### src/rtl/countdown_timer.sv
// MM:SS countdown timer driven by a shared once-per-second strobe.
// Commands are single-cycle strobes and need no handshake. state exposes the FSM directly.
module countdown_timer #(
    parameter int MAX_MIN     = 99,
    parameter int ALARM_TICKS = 10
) (
    input  logic       clk,
    input  logic       rst_n,
    input  logic       sec_tick,
    input  logic       load,
    input  logic [7:0] load_min,
    input  logic [5:0] load_sec,
    input  logic       start,
    input  logic       pause,
    input  logic       clear,
    output logic [7:0] minutes,
    output logic [5:0] seconds,
    output logic [1:0] state,
    output logic       running,
    output logic       expired,
    output logic       alarm
);

    typedef enum logic [1:0] {
        IDLE   = 2'b00,
        RUN    = 2'b01,
        PAUSED = 2'b10,
        DONE   = 2'b11
    } state_t;

    localparam logic [7:0] MAX_MIN_L  = 8'(MAX_MIN);
    localparam logic [7:0] ALARM_LAST = 8'(ALARM_TICKS - 1);

    state_t     st;
    logic [7:0] alarm_cnt;
    logic       any_cmd;
    logic       nonzero;

    // Any command strobe swallows a coincident tick, even one the current state ignores.
    assign any_cmd = clear | load | start | pause;
    assign nonzero = (minutes != 8'd0) || (seconds != 6'd0);
    assign state   = st;
    assign running = (st == RUN);

    always_ff @(posedge clk) begin
        if (!rst_n) begin
            st        <= IDLE;
            minutes   <= 8'd0;
            seconds   <= 6'd0;
            expired   <= 1'b0;
            alarm     <= 1'b0;
            alarm_cnt <= 8'd0;
        end else begin
            expired <= 1'b0;
            if (clear) begin
                st        <= IDLE;
                minutes   <= 8'd0;
                seconds   <= 6'd0;
                alarm     <= 1'b0;
                alarm_cnt <= 8'd0;
            end else if (load && st != RUN) begin
                st        <= IDLE;
                minutes   <= (load_min > MAX_MIN_L) ? MAX_MIN_L : load_min;
                seconds   <= (load_sec > 6'd59) ? 6'd59 : load_sec;
                alarm     <= 1'b0;
                alarm_cnt <= 8'd0;
            end else if (start && (st == IDLE || st == PAUSED) && nonzero) begin
                st <= RUN;
            end else if (pause && st == RUN) begin
                st <= PAUSED;
            end else if (!any_cmd && sec_tick) begin
                case (st)
                    RUN: begin
                        if (seconds != 6'd0) begin
                            seconds <= seconds - 6'd1;
                            if (seconds == 6'd1 && minutes == 8'd0) begin
                                st        <= DONE;
                                expired   <= 1'b1;
                                alarm     <= 1'b1;
                                alarm_cnt <= 8'd0;
                            end
                        end else begin
                            minutes <= minutes - 8'd1;
                            seconds <= 6'd59;
                        end
                    end
                    DONE: begin
                        // Ticks are counted only after the entry edge; the last one drops alarm.
                        if (alarm) begin
                            if (alarm_cnt == ALARM_LAST) begin
                                alarm <= 1'b0;
                            end else begin
                                alarm_cnt <= alarm_cnt + 8'd1;
                            end
                        end
                    end
                    default: ;
                endcase
            end
        end
    end

endmodule
### config.mk
export PLATFORM = sky130hd
export DESIGN_NAME = countdown_timer
export DESIGN_NICKNAME = d
export VERILOG_FILES = /design/src/rtl/countdown_timer.sv
export SDC_FILE = /design/constraint.sdc
export NUM_CORES = 1
export LEC_CHECK = 0
export ABC_AREA = 1
export BUFFER_PORTS_ARGS = -buffer_cell sky130_fd_sc_hd__buf_2
export CAP_MARGIN = 20
export CORE_MARGIN = 10
export CORE_UTILIZATION = 50
export CTS_CLUSTER_DIAMETER = 120
export DETAILED_ROUTE_END_ITERATION = 10
export GPL_TIMING_DRIVEN = 0
export PLACE_DENSITY = 0.81
export SETUP_SLACK_MARGIN = 0.4
export SLEW_MARGIN = 0
export SYNTH_ARGS = -nofsm -noshare
export SYNTH_HDL_FRONTEND = slang
export SYNTH_SLANG_ARGS = --single-unit
### constraint.sdc
create_clock -name clk -period 1.7 [get_ports clk]
set_input_delay 0.085 -clock clk [delete_from_list [all_inputs] [get_ports clk]]
set_output_delay 0.085 -clock clk [all_outputs]
set_load 0.1 [all_outputs]
After elaboration in Yosys (flattened, before gate mapping)
Cells that the tools add are included.
- add/subtract/negate cells: 3
- $mul: 0
- divide/modulo/power cells: 0
- order comparisons: 2
- equal/unequal tests: 13
- shift-type cells: 0
- multiplexer cells: 31
- bitwise logic cells: 9
- reductions and logical operators: 34
- operators with widths (operator ; count):
    $mux W8 ; 11
    $mux W6 ; 7
    $pmux W8 S2 ; 1
    $reduce_bool A2 Y1 ; 7
    $reduce_and A4 Y1 ; 3
    $reduce_bool A3 Y1 ; 4
    $mux W2 ; 5
    $ne A2 B2 Y1 const B ; 5
    $add A8 B1 Y8 const B ; 1
    $eq A8 B4 Y1 const B ; 1
    $gt A8 B7 Y1 const B ; 1
    $logic_not A8 Y1 ; 1
    $reduce_and A8 Y1 ; 1
    $reduce_bool A8 Y1 ; 1
    $reduce_or A8 Y1 ; 1
    $sub A8 B1 Y8 const B ; 1
    $eq A6 B1 Y1 const B ; 1
    $gt A6 B6 Y1 const B ; 1
    $logic_and A1 B1 Y1 ; 6
    $mux W1 ; 6
    $ne A2 B1 Y1 const B ; 3
    $not A1 Y1 ; 6
    $reduce_and A6 Y1 ; 1
    $reduce_bool A6 Y1 ; 1
    12 further kinds ; 16
- register bits: 26
- latch bits: 0
- memory bits (writable): 0
- memory bits (read-only): 0
- input port bits: 21
- output and inout port bits: 19
- logic and storage cells: 99
- memories kept: 0

Longest topological paths before layout
Gate-level depths: netlist of run 1.
- word-level depth: 9
- gate-level depth with buffers: 12

Worst setup path after synthesis of run 1
Ideal clock, no wire load.
- kind: reg-to-reg
- start: reg st[0] (netlist: state[0])
- end: reg alarm_cnt[2]
- setup time: 70 ps
- arrival: 2434 ps
- slack: -804 ps
- cell stages (with the launch flop): 8
- period minus slack after synthesis: 2504 ps
- path through: dfxtp_1 > nand2_1 > inv_1 > nand2_4 > nand3_4 > buf_6 > nand2_1 > a21oi_1
- RTL lines (element ; line ; text):
    start: declaration ; 34 ; state_t st;
    start signal: assignment ; 47 ; st <= IDLE;
    start signal: assignment ; 56 ; st <= IDLE;
    start signal: assignment ; 62 ; st <= IDLE;
    $eq A2 B1 Y1 (*) ; n/a ;
    named net running ; 19 ; output logic running,
    branches (longest 3 deep; another with $reduce_and A8 Y1) ; n/a ;
    end signal: assignment ; 93 ; alarm_cnt <= alarm_cnt + 8'd1;
    end: declaration ; 35 ; logic [7:0] alarm_cnt;
Mark *: on every way through the listed nets, which the timed path passes.
A chain may end at the register's enable or synchronous reset.

Final worst setup path of run 1
- start: reg alarm_cnt[1]
- end: reg alarm_cnt[4]
- longest elaborated chain between the ends: 4
- RTL lines (element ; line ; text):
    $add A8 B1 Y8 ; 93 ;
    $mux W8 ; 90 ; if (alarm_cnt == ALARM_LAST) begin
    $mux W8 ; 89 ; if (alarm) begin
    $pmux W8 S2 ; 72 ; case (st)
Several ways; a longest one is shown, not always the timed one. The select of a mux whose other input is x is not followed.

==> metrics.txt, run 1 <==
# clock sinks 26; Hold WS approximately 0.026 ns; Critical R2R Launch alarm_cnt[1]$_SDFFE_PP0P_; final antenna-violating net count 0; first-pass GRT wire length 8910 um; cells after synthesis between 200 and 300; GRT Total Usage between 10% and 20%; TritonRoute pass-1 iters 4; Slew @ Worst Pin 0.510 ns; worst-skew pair later-pin latency 0.34 ns; WP data arrival roughly 1.8 ns; worst min path class primary input to flip-flop; Final setup violation count 0; # fillers roughly 210; CTS tree yes; fraction of layout cells with a size suffix above 1 about 44%; DR iter-0 viols 128; Final Cycle Share 93.2%; largest net degree at the start of global routing 15; Vias around 2200; Rows 21; cts hold-fix bufs 0; proportion of power drawn by the clock network around 19%; Sequential Power Share a little over two fifths; RSZ-0062 raised after global routing true; HP Start start; share of the synthesized area in the top cell type slightly below 30%; RR Endpoint alarm_cnt[4]$_SDFFE_PP0P_; CTS Root Cell clkbuf_4; peak supply drop 0.418 mV; complex-gate fraction of the synthesized area between 10% and 20%; initial antenna violation count 0; CTS buffer count 3; WL/cell roughly 15 um; DP HPWL 3710 um; # H-tree levels 1; Pint ~0.89 mW; Area contributors post-synth dfxtp_1, nand2_1, nor2_1; Synth area leader dfxtp_1; P per Cell Area approximately 550 mW/mm^2; Clock Pin Slew Worst Setup and Hold Paths ~0.15 ns; post-synth cell types 27; chip height approximately 80 um; Synth Area in Adders 4.94%; reg2reg path depth 9; initial core utilization around 52%; nets@finish roughly 390; FF-to-FF setup slack 0.12 ns; final hold violations 0; vias in the first global route 2074; core area 0.00339 mm^2; Worst EP required 1.95 ns; syn_area_per_cell approximately 6.3 um^2; hold depth 3; Fmax roughly 630 MHz; Max-Cap Viols 0; CTS max path bufs 2; global route overflow 0; Rel. slew slack between 60% and 70%; GP Congestion roughly 0.89; PortBufs 39; synthesized cell area approximately 0.0018 mm^2; switching power 0.600 mW; vias per cell between 5 and 6; setup TNS 0 ns; # IOs 40; WL final about 6200 um; min Tclk post-route 1.58 ns; Gate power share 37.4%; outcome finished, final reports clean; largest family of logic cells by synthesized area simple AND/OR/NAND/NOR gates; Leak 1.23 nW; Simple-Gate Fraction of Synth Area about two fifths; hold endpoint state[0]$_SDFFE_PP0P_; Worst Path Max Fanout 5; Critical Path End Type flip-flop; CP Launch Type flip-flop; count of pins over their slew limit 0; most frequent cells in the layout nand2_1, nor2_1, buf_2; Ys Warns 0; post-synthesis sequential area ratio around 29%; commonest non-fill, non-tap cell in the layout nand2_1; total inserted antenna cells 0; die span in x just under 80 um; Post-Route Utilization between 80% and 90%; Seq cells post-synth 26; DRC Markers 0; die area approximately 0.0063 mm^2; Area growth syn-to-layout 53.2%; mux cell area share after synthesis 0%; Final Skew approximately 0.010 ns; XOR/XNOR share of the synthesized area approximately 2.0%; Syn Nets ~310; crit path kind flip-flop to flip-flop; Sw Ratio 40.4%
registers in the layout, indices dropped and copies added, names as in the netlist:
register / count
state: 2
seconds: 6
alarm_cnt: 8
expired: 1
minutes: 8
alarm: 1
worst max-delay path by stage:
stage	slack, ns	cells past startpoint	endpoint	from
after detailed placement	0.05	6	alarm_cnt[4]$_SDFFE_PP0P_	clear
final	0.12	9	alarm_cnt[4]$_SDFFE_PP0P_	alarm_cnt[1]$_SDFFE_PP0P_
after global placement	0.10	8	alarm_cnt[5]$_SDFFE_PP0P_	alarm_cnt[0]$_SDFFE_PP0P_
after global routing	0.05	9	alarm_cnt[4]$_SDFFE_PP0P_	alarm_cnt[1]$_SDFFE_PP0P_
after floorplan	-0.12	8	alarm_cnt[7]$_SDFFE_PP0P_	state[1]$_SDFFE_PP0P_
after CTS	0.22	10	alarm_cnt[0]$_SDFFE_PP0P_	seconds[1]$_SDFFE_PP0P_
worst max-delay path, cell delays in order (launching register included):
cell     delay (ns)
dfxtp_2        0.38
inv_1          0.06
ha_1           0.13
nand3_1        0.08
o21ai_1        0.18
nand2_2        0.11
nand3_4        0.13
buf_8          0.13
nand2_1        0.06
a21oi_1        0.22
synth_stat cells:
| library cell | number |
|---|---|
| o21ai_0 | 19 |
| and2_1 | 1 |
| nor2_1 | 44 |
| nand4_1 | 7 |
| buf_6 | 1 |
| a31oi_1 | 2 |
| inv_4 | 1 |
| nand2_1 | 64 |
| nand2_4 | 2 |
| o21bai_1 | 2 |
| nor3_1 | 4 |
| ha_1 | 7 |
| nand3b_1 | 1 |
| a21oi_1 | 20 |
| buf_2 | 1 |
| nor2_4 | 2 |
| xor2_1 | 2 |
| nand2_2 | 3 |
| nand3_1 | 23 |
| dfxtp_1 | 26 |
| inv_1 | 39 |
| or2_2 | 2 |
| nor2_2 | 5 |
| xnor2_1 | 2 |
| a22oi_1 | 1 |
| nand3_4 | 1 |
| or2_0 | 1 |
stage by stage:
step           area, um^2  instances  power (mW)  worst slack, ns
5_1_grt              2720        403        1.56           0.0511
4_1_cts              2460        390        1.40            0.224
3_5_place_dp         2150        368        1.07           0.0535
2_1_floorplan        1900        283       0.980           -0.121
3_3_place_gp         2150        368        1.06            0.102
6_report             2720        403        1.49            0.116
cells by family (layout without fill, tap and decap cells):
group	Yosys count	count (layout)
buffers and inverters	42	116
AND/OR/NAND/NOR	160	160
adder cells (fa/ha/maj)	7	7
XOR/XNOR	4	4
AO/OA/AOI/OAI	44	44
flip-flops	26	26
layer usage:
| layer | track usage, % | wire [um] | vias to the layer above |
|---|---|---|---|
| li1 | - | - | 1067 |
| met1 | 18.5 | 2430 | 1023 |
| met2 | 30.3 | 3100 | 99 |
| met3 | 2.82 | 344 | 32 |
| met4 | 6.81 | 326 | 0 |
| met5 | 0 | 0 | - |
area by class of cell:
cell class	count	area, um^2	area share, %
Clock buffer	3	22.5	0.829
Buffer	2	26.3	0.968
Timing Repair Buffer	70	495	18.2
Inverter	40	180	6.64
Tap cell	46	57.6	2.12
Sequential cell	26	579	21.3
Clock inverter	1	3.75	0.138
Multi-Input combinational cell	215	1350	49.7
power groups by stage:
stage / registers (mW) / clock network [mW] / logic, mW
2_1_floorplan: 0.767 / 0 / 0.212
3_3_place_gp: 0.652 / 0 / 0.413
3_5_place_dp: 0.652 / 0 / 0.420
4_1_cts: 0.636 / 0.286 / 0.479
5_1_grt: 0.644 / 0.315 / 0.602
6_report: 0.642 / 0.289 / 0.556
repair_timing:
item,4_1_cts,5_1_grt
endpoints found under the hold margin,0,0
buffers inserted,17,13
pin swaps,13,19
gates resized for setup,40,36
gates cloned,1,0
setup endpoints to repair,27,31
No activity file was read; power rests on OpenSTA's default activity.
==> run 2, diff against run 1 <==
Settings changed: ABC_AREA 1 to 0, PLACE_DENSITY 0.81 to 0.82.
==> run 2 against run 1 <==
Clock power increased by 30%; routed wire length decreased by 10%; non-clock buffer count increased by 1; combinational power decreased by 20%; power decreased by 2.0%; global-route usage decreased by 0.16 points; clock-buffer cell count increased by 1; final area decreased by 8.1%.
==> metrics.txt, run 2 <==
Max-Cap Viols 0; # IOs 40; largest registers alarm_cnt: 8 flops, minutes: 8 flops, seconds: 6 flops; global route overflow 0; commonest register cell after synthesis dfxtp_1; vias in the first global route approximately 1600; Ys Warns 0; Final Cycle Share 98.1%; WL final approximately 5600 um; min Tclk post-route between 1.5 and 2 ns; Synth area leader dfxtp_1; peak supply drop around 0.37 mV; final antenna-violating net count 0; number of flops mapped to enable cells by yosys 0; count of pins over their slew limit 0; Sequential Power Share a little over two fifths; commonest non-fill, non-tap cell in the layout buf_2; Rel. slew slack between 60% and 70%; GP Congestion 0.842; CTS buffer count 3; Critical Path End Type flip-flop; Area growth syn-to-layout 63.2%; # H-tree levels 1; Leak approximately 0.94 nW; Rows 20; CP Launch Type flip-flop; DR iter-0 viols 213; Vias ~1800; core area approximately 0.0030 mm^2; CP cell instances nor4_4 -> and2_1 -> buf_6 -> nand3_2 -> a31o_2 -> nor2_1; fin worst setup slack approximately 0.033 ns; most frequent cells in the layout buf_2, buf_4, dfxtp_4; TritonRoute pass-1 iters 4; Area contributors post-synth dfxtp_1, ha_1, a21oi_1; share of the synthesized area in the top cell type 34.0%; reg2reg path depth 6; crit path kind flip-flop to flip-flop; nets@finish 285; P per Cell Area slightly below 600 mW/mm^2; fraction of layout cells with a size suffix above 1 57.8%; Seq cells post-synth 26; die span in x between 70 and 80 um; die area roughly 0.0057 mm^2; CP max stage cell dfxtp_4; post-synth cell types 47; DP HPWL 3100 um; hold depth 3; DRC Markers 0; syn_area_per_cell 8.22 um^2; WL/cell ~19 um; Worst EP required just under 2 ns; first-pass GRT wire length between 7000 and 8000 um; total inserted antenna cells 0; largest net degree at the start of global routing 16; vias per cell 6.36; Post-synth ARST share 0%; Final setup violation count 0; Clock Pin Slew Worst Setup and Hold Paths 0.16 ns; WP data arrival about 1.9 ns; Area after DPL ~0.002 mm^2; worst min path class primary input to flip-flop; synthesized cell area ~0.0015 mm^2; dpl ws -0.0585 ns; Final Skew between 0.015 and 0.02 ns; Worst Path Max Fanout 7; RSZ-0062 raised after global routing true; final hold violations 0; PortBufs 39; worst-skew pair later-pin latency about 0.33 ns; proportion of power drawn by the clock network around 26%; Gate power share 30.6%; chip height approximately 75 um; Syn Nets ~210; outcome finished, final reports clean; CP peak stage delay 0.39 ns; initial antenna violation count 0; Post-synth top cells dfxtp_1, a21oi_1, nor2_1; cells after synthesis about 190; CTS Root Cell clkbuf_4; most numerous cell in the Yosys netlist dfxtp_1; CTS tree yes; initial core utilization between 50% and 60%; post-synthesis sequential area ratio approximately 34%; Slew @ Worst Pin between 0.5 and 0.6 ns; Pint between 0.9 and 1 mW; Final Cell Area about 0.0025 mm^2; switching power roughly 0.50 mW; Sw Ratio about a third; CTS max path bufs 2; Fmax about 600 MHz; # clock sinks 26; GRT Total Usage roughly 16%
run 2: cell types whose count changed after synthesis, sizes merged, moves of 5 or more:
cell and delta:
nand2 -58, nor2 -36, inv -31, nand3 -17, o21ai -11, a311oi +6, or3 +6, nor3 +5
run 2: power by group through the flow:
stage	combinational [mW]	sequential (mW)	clock (mW)
after floorplan	0.144	0.747	0
after global placement	0.321	0.648	0
after detailed placement	0.324	0.647	0
after CTS	0.364	0.632	0.380
after global routing	0.469	0.638	0.413
final	0.446	0.634	0.376
run 2: routing by layer:
| metal | global-route usage, % | vias up | wire, um |
|---|---|---|---|
| met1 | 21.8 | 877 | 2230 |
| met5 | 0 | - | 0 |
| met2 | 26.3 | 99 | 2750 |
| met4 | 4.33 | 0 | 108 |
| li1 | - | 849 | - |
| met3 | 3.65 | 14 | 496 |
run 2: stage by stage:
stage | hold slack [ns] | setup TNS (ns) | cells | power (mW) | util, %
final | 0.0398 | 0 | 289 | 1.46 | 83.8
after global routing | 0.0426 | -0.762 | 289 | 1.52 | 83.8
after floorplan | 0.170 | -0.203 | 186 | 0.891 | -
after detailed placement | 0.323 | -0.202 | 258 | 0.971 | 65.7
after CTS | 0.0122 | 0 | 274 | 1.38 | 72.6
after global placement | 0.328 | -0.0408 | 258 | 0.969 | 65.7
run 2: path summary, 6_finish.rpt:
check / from / to / slack (ns)
max: seconds[2]$_SDFFE_PP0P_ / expired$_SDFF_PP0_ / 0.03
min: load_min[5] / minutes[5]$_SDFFE_PP0P_ / 0.04
max reg2reg: seconds[2]$_SDFFE_PP0P_ / expired$_SDFF_PP0_ / 0.03
min reg2reg: seconds[3]$_SDFFE_PP0P_ / seconds[3]$_SDFFE_PP0P_ / 0.53
run 2: cells by family (layout without fill, tap and decap cells):
group | count (synthesis) | count (layout) | share of synthesized area [%]
xor gates and xnor gates | 7 | 7 | 4.01
DFF | 26 | 26 | 34.0
adders and majority gates | 7 | 7 | 5.73
AOI/OAI and AO/OA | 51 | 51 | 22.4
and+or+nand+nor | 79 | 79 | 29.4
buffers and inverters | 16 | 86 | 4.42
run 2: layout make-up:
type                       count  area [um^2]
multi-input combinational    144         1250
inverter                       9         42.5
tap                           33         41.3
sequential                    26          581
fill                         173          483
timing repair buffer          66          455
clock buffer                   4         47.5
buffer                         7         75.1
run 2: worst max-delay path, delay by kind of cell (launching register included):
family	cells	cell delay (ns)
compound gates	1	0.28
buf+inv	1	0.14
flops	1	0.39
simple gates	4	0.81
run 2: what timing repair did:
| action | 4_1_cts | 5_1_grt |
|---|---|---|
| buffers inserted | 10 | 15 |
| setup endpoints to repair | 27 | 30 |
| cloned | 1 | 0 |
| hold buffers | 1 | 0 |
| pin swaps | 17 | 28 |
| gates resized for setup | 18 | 51 |
| endpoints found under the hold margin | 1 | 0 |
